`config.mk`:
```
export PLATFORM = sky130hd
export DESIGN_NAME = pipe_hazard_ctrl
export DESIGN_NICKNAME = d
export VERILOG_FILES = /design/src/rtl/pipe_pkg.sv /design/src/rtl/hz_scoreboard.sv /design/src/rtl/pipe_hazard_ctrl.sv
export SDC_FILE = /design/constraint.sdc
export NUM_CORES = 1
export LEC_CHECK = 0
export ABC_AREA = 1
export BUFFER_PORTS_ARGS = -buffer_cell sky130_fd_sc_hd__buf_4
export CORE_ASPECT_RATIO = 1.25
export CORE_MARGIN = 2
export CORE_UTILIZATION = 40
export CTS_CLUSTER_SIZE = 10
export DETAILED_ROUTE_END_ITERATION = 8
export SYNTH_ARGS = -nofsm -noshare
export SYNTH_HDL_FRONTEND = slang
export SYNTH_SLANG_ARGS = --single-unit
```
`constraint.sdc`:
```
create_clock -name clk_i -period 3.9 [get_ports clk_i]
set_input_delay 0.39 -clock clk_i [delete_from_list [all_inputs] [get_ports clk_i]]
set_output_delay 0.39 -clock clk_i [all_outputs]
set_load 0.1 [all_outputs]
```
`src/rtl/pipe_pkg.sv`:
```
`default_nettype none
// ============================================================================
// Module   : pipe_pkg
// Purpose  : Shared definitions for the 5-stage pipeline hazard controller:
//            opcode values, instruction field positions, the "no write"
//            writeback tag and per-opcode register-usage helpers.
// Ports    : (package, no ports)
// Revision : 1.0 - initial release
// ============================================================================
package pipe_pkg;

  // Instruction field positions
  localparam int OP_MSB = 31;
  localparam int OP_LSB = 28;
  localparam int RD_MSB = 27;
  localparam int RD_LSB = 23;
  localparam int RS_MSB = 22;
  localparam int RS_LSB = 18;
  localparam int RT_MSB = 17;
  localparam int RT_LSB = 13;

  // Opcodes; 10..15 decode as NOP
  localparam logic [3:0] ALU_LW    = 4'd0;
  localparam logic [3:0] ALU_SW    = 4'd1;
  localparam logic [3:0] ALU_LI    = 4'd2;
  localparam logic [3:0] ALU_ADDU  = 4'd3;
  localparam logic [3:0] ALU_ADDIU = 4'd4;
  localparam logic [3:0] ALU_SLL   = 4'd5;
  localparam logic [3:0] ALU_MUL   = 4'd6;
  localparam logic [3:0] ALU_BGE   = 4'd7;
  localparam logic [3:0] ALU_J     = 4'd8;
  localparam logic [3:0] ALU_MULI  = 4'd9;

  // Writeback tag carrying no register write (bit 5 clear)
  localparam logic [5:0] NO_WRITE_TAG = 6'b011111;

  // Opcode writes rd
  function automatic logic is_writer(input logic [3:0] op);
    return (op == ALU_LW)   || (op == ALU_LI)    || (op == ALU_ADDU) ||
           (op == ALU_ADDIU)|| (op == ALU_SLL)   || (op == ALU_MUL)  ||
           (op == ALU_MULI);
  endfunction

  // Opcode reads rs
  function automatic logic uses_rs(input logic [3:0] op);
    return (op == ALU_LW)   || (op == ALU_SW)    || (op == ALU_ADDU) ||
           (op == ALU_ADDIU)|| (op == ALU_SLL)   || (op == ALU_MUL)  ||
           (op == ALU_BGE)  || (op == ALU_MULI);
  endfunction

  // Opcode reads rt
  function automatic logic uses_rt(input logic [3:0] op);
    return (op == ALU_ADDU) || (op == ALU_MUL);
  endfunction

  // Opcode reads the rd field as a source (store data, branch compare)
  function automatic logic uses_rd_src(input logic [3:0] op);
    return (op == ALU_SW) || (op == ALU_BGE);
  endfunction

  // Opcode occupies the multi-cycle multiplier
  function automatic logic is_mul(input logic [3:0] op);
    return (op == ALU_MUL) || (op == ALU_MULI);
  endfunction

endpackage
`default_nettype wire

```
`src/rtl/hz_scoreboard.sv`:
```
`default_nettype none
// ============================================================================
// Module   : hz_scoreboard
// Purpose  : Register scoreboard of outstanding writes. One set port (issue)
//            and one clear port (writeback) per cycle; when both target the
//            same register the set wins, because the newly issued writer is
//            still outstanding.
// Ports    : clk_i      - clock
//            rst_i      - synchronous active-high reset (clears all bits)
//            i_set_en   - mark register i_set_idx outstanding
//            i_set_idx  - register to mark
//            i_clr_en   - retire register i_clr_idx
//            i_clr_idx  - register to retire
//            o_pending  - registered scoreboard, bit r = write to r in flight
// Revision : 1.0 - initial release
// ============================================================================
module hz_scoreboard
  import pipe_pkg::*;
#(
  parameter int NREG = 32
) (
  input  logic            clk_i,
  input  logic            rst_i,
  input  logic            i_set_en,
  input  logic [4:0]      i_set_idx,
  input  logic            i_clr_en,
  input  logic [4:0]      i_clr_idx,
  output logic [NREG-1:0] o_pending
);

  logic [NREG-1:0] r_pending;
  logic [NREG-1:0] w_set_mask;
  logic [NREG-1:0] w_clr_mask;

  always_comb begin
    w_set_mask = '0;
    w_clr_mask = '0;
    if (i_set_en) w_set_mask[i_set_idx] = 1'b1;
    if (i_clr_en) w_clr_mask[i_clr_idx] = 1'b1;
  end

  // Clear first, then OR in the set: set-wins on a same-register collision.
  always_ff @(posedge clk_i) begin
    if (rst_i) r_pending <= '0;
    else       r_pending <= (r_pending & ~w_clr_mask) | w_set_mask;
  end

  assign o_pending = r_pending;

endmodule
`default_nettype wire

```
`src/rtl/pipe_hazard_ctrl.sv`:
```
`default_nettype none
// ============================================================================
// Module   : pipe_hazard_ctrl
// Purpose  : Issue/interlock controller beside the decode stage. Stalls the
//            ID instruction on RAW/WAW hazards against the scoreboard and
//            while the multiplier occupies EX; flushes on a taken branch.
//            All decisions are combinational from registered state + inputs.
// Ports    : clk_i        - clock
//            rst_i        - synchronous active-high reset
//            id_IR_i      - instruction in ID
//            id_valid_i   - id_IR_i is a real instruction
//            br_taken_i   - EX resolved a taken BGE/J this cycle
//            wb_reg_num_i - writeback tag {valid, reg}
//            issue_o      - ID instruction advances to EX
//            stall_o      - hold PC/IF-ID, bubble into EX
//            flush_o      - squash IF/ID
//            mul_busy_o   - multiplier occupies EX
//            pending_o    - scoreboard
// Revision : 1.0 - initial release
// ============================================================================
module pipe_hazard_ctrl
  import pipe_pkg::*;
#(
  parameter int MUL_LAT = 3,
  parameter int NREG    = 32
) (
  input  logic            clk_i,
  input  logic            rst_i,
  input  logic [31:0]     id_IR_i,
  input  logic            id_valid_i,
  input  logic            br_taken_i,
  input  logic [5:0]      wb_reg_num_i,
  output logic            issue_o,
  output logic            stall_o,
  output logic            flush_o,
  output logic            mul_busy_o,
  output logic [NREG-1:0] pending_o
);

  localparam int                 c_CNT_W    = $clog2(MUL_LAT + 1);
  localparam logic [c_CNT_W-1:0] c_MUL_LOAD = c_CNT_W'(MUL_LAT - 1);
  localparam logic [c_CNT_W-1:0] c_CNT_ONE  = c_CNT_W'(1);

  logic [3:0]         w_op;
  logic [4:0]         w_rd;
  logic [4:0]         w_rs;
  logic [4:0]         w_rt;
  logic               w_hazard;
  logic               w_set_en;
  logic [NREG-1:0]    w_pending;
  logic [c_CNT_W-1:0] r_mul_cnt;
  logic               w_unused_ir;

  assign w_op = id_IR_i[OP_MSB:OP_LSB];
  assign w_rd = id_IR_i[RD_MSB:RD_LSB];
  assign w_rs = id_IR_i[RS_MSB:RS_LSB];
  assign w_rt = id_IR_i[RT_MSB:RT_LSB];

  // Immediate/offset bits carry no register numbers.
  assign w_unused_ir = ^id_IR_i[RT_LSB-1:0];

  // Checked against the registered scoreboard only: a writeback in this
  // cycle is not bypassed, so the consumer issues one cycle after the tag.
  assign w_hazard = id_valid_i &
                    ((uses_rs(w_op)     & w_pending[w_rs]) |
                     (uses_rt(w_op)     & w_pending[w_rt]) |
                     (uses_rd_src(w_op) & w_pending[w_rd]) |
                     (is_writer(w_op)   & w_pending[w_rd]));

  // Flush dominates: a squashed instruction neither stalls nor issues.
  assign flush_o    = br_taken_i;
  assign mul_busy_o = (r_mul_cnt != '0);
  assign stall_o    = ~flush_o & id_valid_i & (w_hazard | mul_busy_o);
  assign issue_o    = id_valid_i & ~stall_o & ~flush_o;

  assign w_set_en = issue_o & is_writer(w_op);

  hz_scoreboard #(
    .NREG (NREG)
  ) u_scoreboard (
    .clk_i     (clk_i),
    .rst_i     (rst_i),
    .i_set_en  (w_set_en),
    .i_set_idx (w_rd),
    .i_clr_en  (wb_reg_num_i[5]),
    .i_clr_idx (wb_reg_num_i[4:0]),
    .o_pending (w_pending)
  );

  // Remaining EX occupancy of the multiplier after its issue cycle. Keeps
  // counting through a flush since the older multiply still completes.
  always_ff @(posedge clk_i) begin
    if (rst_i) begin
      r_mul_cnt <= '0;
    end else if (issue_o & is_mul(w_op)) begin
      r_mul_cnt <= c_MUL_LOAD;
    end else if (r_mul_cnt != '0) begin
      r_mul_cnt <= r_mul_cnt - c_CNT_ONE;
    end
  end

  assign pending_o = w_pending;

endmodule
`default_nettype wire
```
# [Word level (Yosys, flattened, before mapping)]
# Index checks and enable logic that the tools add are counted.
[word_totals] register_bits=34 in_bits=42 out_inout_bits=36
[op_classes] n_reduce_logical=22 order_cmp=6 mux=14 n_addsub=1 n_eq_ne=8 n_bitwise=20
[ops] operator="$mux 32" count=2
[ops] operator="$and 32x32->32" count=1
[ops] operator="$not 32->32" count=1
[ops] operator="$or 32x32->32" count=1
[ops] operator="$lt 5x6->1 const B" count=4
[ops] operator="$eq 4x3->1 const B" count=4
[ops] operator="$logic_or 1x1->1" count=16
[ops] operator="$bmux 1 s5" count=3
[ops] operator="$and 1x1->1" count=11
[ops] operator="$demux 1 s5" count=2
[ops] operator="$ge 5x1->1 const B" count=2
[ops] operator="$eq 4x2->1 const B" count=2
[ops] operator="$mux 1" count=5
[ops] operator="$eq 4x1->1 const B" count=1
[ops] operator="$eq 4x4->1 const B" count=1
[ops] operator="$logic_not 4->1" count=1
[ops] operator="$mux 2" count=2
[ops] operator="$or 1x1->1" count=4
[ops] operator="$reduce_bool 2->1" count=2
[ops] operator="$logic_and 1x1->1" count=2
[ops] operator="$not 1->1" count=2
[ops] operator="$reduce_or 2->1" count=1
[ops] operator="$sub 2x1->2 const B" count=1

# [Longest topological paths before layout]
[logic_depth] ltp_word=21 depth_mapped=16 depth_no_buf=14

# [Cells and area by module]
# Synthesis repeated with hierarchy kept, for this count alone.
[unflattened] hier_cells=464 hier_area_um2=2635.0
[by_module_without_submodules] module="hz_scoreboard" area_each_um2=1436.4 seq_area_each_um2=640.6 cells_per_inst=205 instances=1
[by_module_without_submodules] module="pipe_hazard_ctrl" area_each_um2=1198.6 seq_area_each_um2=40.0 cells_per_inst=259 instances=1

# [Least setup slack after synthesis]
# No wires, ideal clock.
[synth_timing] kind="register to output" startpoint="reg u_scoreboard.r_pending[28] (netlist: u_scoreboard.o_pending[28])" endpoint="out stall_o" stages_incl_launch_ff=13 arrival_ps=2356 path_buffers=0 t_required_ps=3510 setup_slack_ps=1154 cell_sequence="dfxtp_1 -> inv_1 -> o21ai_0 -> nand2_1 -> nand2_1 -> nand2_1 -> nand2_1 -> nor2_1 -> nand2_1 -> a21oi_1 -> nand3_2 -> nand2_1 -> inv_1"
[synth_between] elab_chain_cells=9 elab_cells_between_ends=16 cone_classes="mux: 6; bitwise: 10"
[synth_rtl] element="from (decl)" line="hz_scoreboard.sv:31" text="logic [NREG-1:0] r_pending;"
[synth_rtl] element="from (signal assigned)" line="hz_scoreboard.sv:45" text="else r_pending <= (r_pending & ~w_clr_mask) | w_set_mask;"
[synth_rtl] element="$bmux 1 s5 (on tied branches)" line="pipe_hazard_ctrl.sv:65, pipe_hazard_ctrl.sv:66"
[synth_rtl] element="$mux 1 (on tied branches)" line="pipe_hazard_ctrl.sv:65, pipe_hazard_ctrl.sv:66"
[synth_rtl] element="$and 1x1->1 (on tied branches)" line="pipe_hazard_ctrl.sv:65, pipe_hazard_ctrl.sv:66"
[synth_rtl] element="$or 1x1->1" line="pipe_hazard_ctrl.sv:65" text="((uses_rs(w_op) & w_pending[w_rs]) |"
[synth_rtl] element="$or 1x1->1" line="pipe_hazard_ctrl.sv:66" text="(uses_rt(w_op) & w_pending[w_rt]) |"
[synth_rtl] element="$or 1x1->1 *" line="pipe_hazard_ctrl.sv:67" text="(uses_rd_src(w_op) & w_pending[w_rd]) |"
[synth_rtl] element="$and 1x1->1 *" line="pipe_hazard_ctrl.sv:64" text="assign w_hazard = id_valid_i &"
[synth_rtl] element="$or 1x1->1 *" line="pipe_hazard_ctrl.sv:73" text="assign stall_o = ~flush_o & id_valid_i & (w_hazard | mul_busy_o);"
[synth_rtl] element="$and 1x1->1 *" line="pipe_hazard_ctrl.sv:73"
[synth_rtl] element="to (decl)" line="pipe_hazard_ctrl.sv:34" text="output logic stall_o,"
# Every way passes the cells marked *; elsewhere a longest branch is shown, timed or not. The select of a mux whose other input is x is not followed.

# [Worst setup path in the final report]
[layout_timing] startpoint="in id_IR_i[23]" endpoint="out issue_o"
[layout_between] elab_chain_cells=11 elab_cells_between_ends=12 cone_classes="mux: 2; bitwise: 10"
[layout_rtl] element="from (decl)" line="pipe_hazard_ctrl.sv:29" text="input logic [31:0] id_IR_i,"
[layout_rtl] element="$bmux 1 s5 *" line="pipe_hazard_ctrl.sv:67, pipe_hazard_ctrl.sv:68"
[layout_rtl] element="$mux 1 (implied by the code) *" line="pipe_hazard_ctrl.sv:67, pipe_hazard_ctrl.sv:68"
[layout_rtl] element="$and 1x1->1" line="pipe_hazard_ctrl.sv:67"
[layout_rtl] element="$or 1x1->1" line="pipe_hazard_ctrl.sv:66"
[layout_rtl] element="$or 1x1->1 *" line="pipe_hazard_ctrl.sv:67"
[layout_rtl] element="$and 1x1->1 *" line="pipe_hazard_ctrl.sv:64"
[layout_rtl] element="$or 1x1->1 *" line="pipe_hazard_ctrl.sv:73"
[layout_rtl] element="$and 1x1->1 *" line="pipe_hazard_ctrl.sv:73"
[layout_rtl] element="$not 1->1 *" line="pipe_hazard_ctrl.sv:74" text="assign issue_o = id_valid_i & ~stall_o & ~flush_o;"
[layout_rtl] element="$and 1x1->1 * (2 in series)" line="pipe_hazard_ctrl.sv:74"
[layout_rtl] element="to (decl)" line="pipe_hazard_ctrl.sv:33" text="output logic issue_o,"
# Marks and branches as above.

==> flow_summary.toml <==
[yosys]
synth.distinct_cells = 23
yosysWarningCount = 0
synth-seq-cells = 34
syn_inst = 477
syn_area_per_cell_um2 = 5.569
ys_seq_area_share_pct = 25.62
syn_area_um2 = 2656
synth_nets = 519

[timing]
slew-limit-headroom_pct = 53.42
hold_viol = 0
tns_ps = 0
rsz0062_at_grt = "no"
fmax_mhz = 408.8
whs_ps = 437.5
fin_crit_ps = 2446
fin_crit_sh_pct = 62.72
drv_slew = 0
setup_violations = 0
worstMarginPinSlew_ps = 698.7
skew_ps = 6.843

[power_and_ir_drop]
p_leak_uw = 0.001393
power.density_nw_per_um2 = 245.4
ir_worst_vdd_mv = 0.1997

[drt]
drc = 0
wl_mm = 9.903
wl_per_cell_um = 16.18
viasPerCell = 5.441
first_pass_iters = 4
drtAntennaViolNets = 0
vias = 3330
drt_first_iter_violations = 245

[global_route]
overflow = 0
antenna_found_initial = 0
grt_max_degree = 35
grt_use_total_pct = 26.77
grt_pass1_wl_mm = 15.27
grt_pass1_vias = 2940

[clocking]
post_cts_buffers = 0
clkSinkCount = 34
clkTransAtPathRegs_ps = 60
htreeDepth = 2
cts_tree = "yes"
cts_root_buf = "clkbuf_8"
insertion_delay_ps = 290
clock_path_buffers = 2
cts-buffers-inserted = 5
postCtsHoldBufs = 0
post_cts_resized = 0

[die]
die_w_um = 76.89
rows = 33
die_height_um = 95.11
dieArea_um2 = 7313
io_pins = 78
start_util_pct = 40.98
core_um2 = 6482

[placed_design]
dpl.hpwl_mm = 7.137
gp_congestion = 0.9168
portBuffers = 64

[setup_path]
startpoint_type = "input pin"
endpoint_kind = "primary output"
cp.arrival_ps = 2060
crit_type = "input pin to primary output"
reg2regPathDepth = 14
crit_fanout = 21
crit_required_ps = 3510

[layout]
final_common_cell = "nand2_1"
n_fill_cell = 739
drive_gt1_share_pct = 15.05
antenna_cells = 0
syn_to_final_growth_pct = 20.49
nNetsFinal = 568
final_cell_mix = "nand2_1, nand3_1, buf_4"

[hold_path]
hp-class = "flop to flop"
min_path_cells = 1

[outcome]
outcome = "finished clean"

[run]
maxCapViolCount = 0
[routing by layer]
metal,vias up,track usage [%],share of wire [%]
li1,1671,-,-
met1,1530,34.13,43
met2,113,47.22,49
met3,16,2.652,5.6
met4,0,9.394,2.5
met5,-,0,0
[metrics by stage]
step                      total power [µW]  instance area (µm²)  setup WS, ps  std cells  util [%]
final                                785.5                 3201          1454        612     49.37
after global routing                 814.3                 3201          1220        612     49.37
after CTS                            789.2                 3201          1451        612     49.37
after detailed placement             533.6                 3118          1453        606     48.10
after global placement               532.2                 3118          1460        606     48.10
after floorplan                      475.3                 2656          1154        477         -
[worst paths after layout]
kind | from | endpoint | slack [ps]
min | r_mul_cnt[0] | r_mul_cnt[0] | 440
min reg2reg | r_mul_cnt[0] | r_mul_cnt[0] | 440
max reg2reg | u_scoreboard.o_pending[29] | u_scoreboard.o_pending[1] | 1870
max | id_IR_i[23] | issue_o | 1450
[worst max-delay path: stages]
cell and delay, ps:
buf_4 230, inv_2 190, nand2_1 90, nand2_1 50, nand2_1 50, nand2_1 80, nand2_1 80, nand2_1 50
nor2_1 70, nand2_1 70, a21oi_1 170, nand3_2 130, nor2_4 110, buf_4 290
[power breakdown]
group / internal, µW / switching (µW)
Sequential: 348 / 1.90
Combinational: 47.4 / 130
Clock: 136 / 122
Total: 532 / 254
[synth_stat cells (all sizes together)]
cell | count | area share [%]
a31o | 1 | 0.33
nor2 | 38 | 5.7
or2 | 1 | 0.24
inv | 33 | 4.7
a21oi | 37 | 7.0
a32oi | 1 | 0.33
nor3 | 9 | 1.7
o21ai | 37 | 7.0
or3 | 1 | 0.24
buf | 16 | 4.1
nor3b | 1 | 0.28
nand3 | 97 | 18
nand2 | 162 | 23
dfxtp | 34 | 26
nand3b | 2 | 0.57
clkbuf | 7 | 0.99
[sequential cells by signal, indices dropped and copies added (netlist names)]
register	count
r_mul_cnt	2
u_scoreboard.o_pending	32
[cell type report]
| cell class | count | area, µm² | share of cell area (%) |
|---|---|---|---|
| timing repair buffer | 65 | 488.0 | 15.25 |
| clock buffer | 6 | 82.58 | 2.580 |
| tap | 87 | 108.9 | 3.401 |
| sequential | 34 | 680.7 | 21.27 |
| inverter | 33 | 123.9 | 3.870 |
| multi-input combinational | 387 | 1717 | 53.64 |
[cell families (layout without fill, tap and decap cells)]
family          after synthesis  after routing  synth area share (%)
flops                        34             34                 25.62
buf+inv                      56            104                 9.750
simple gates                311            311                 50.02
compound gates               76             76                 14.60
Note: power is estimated with default switching activity, not from simulation.
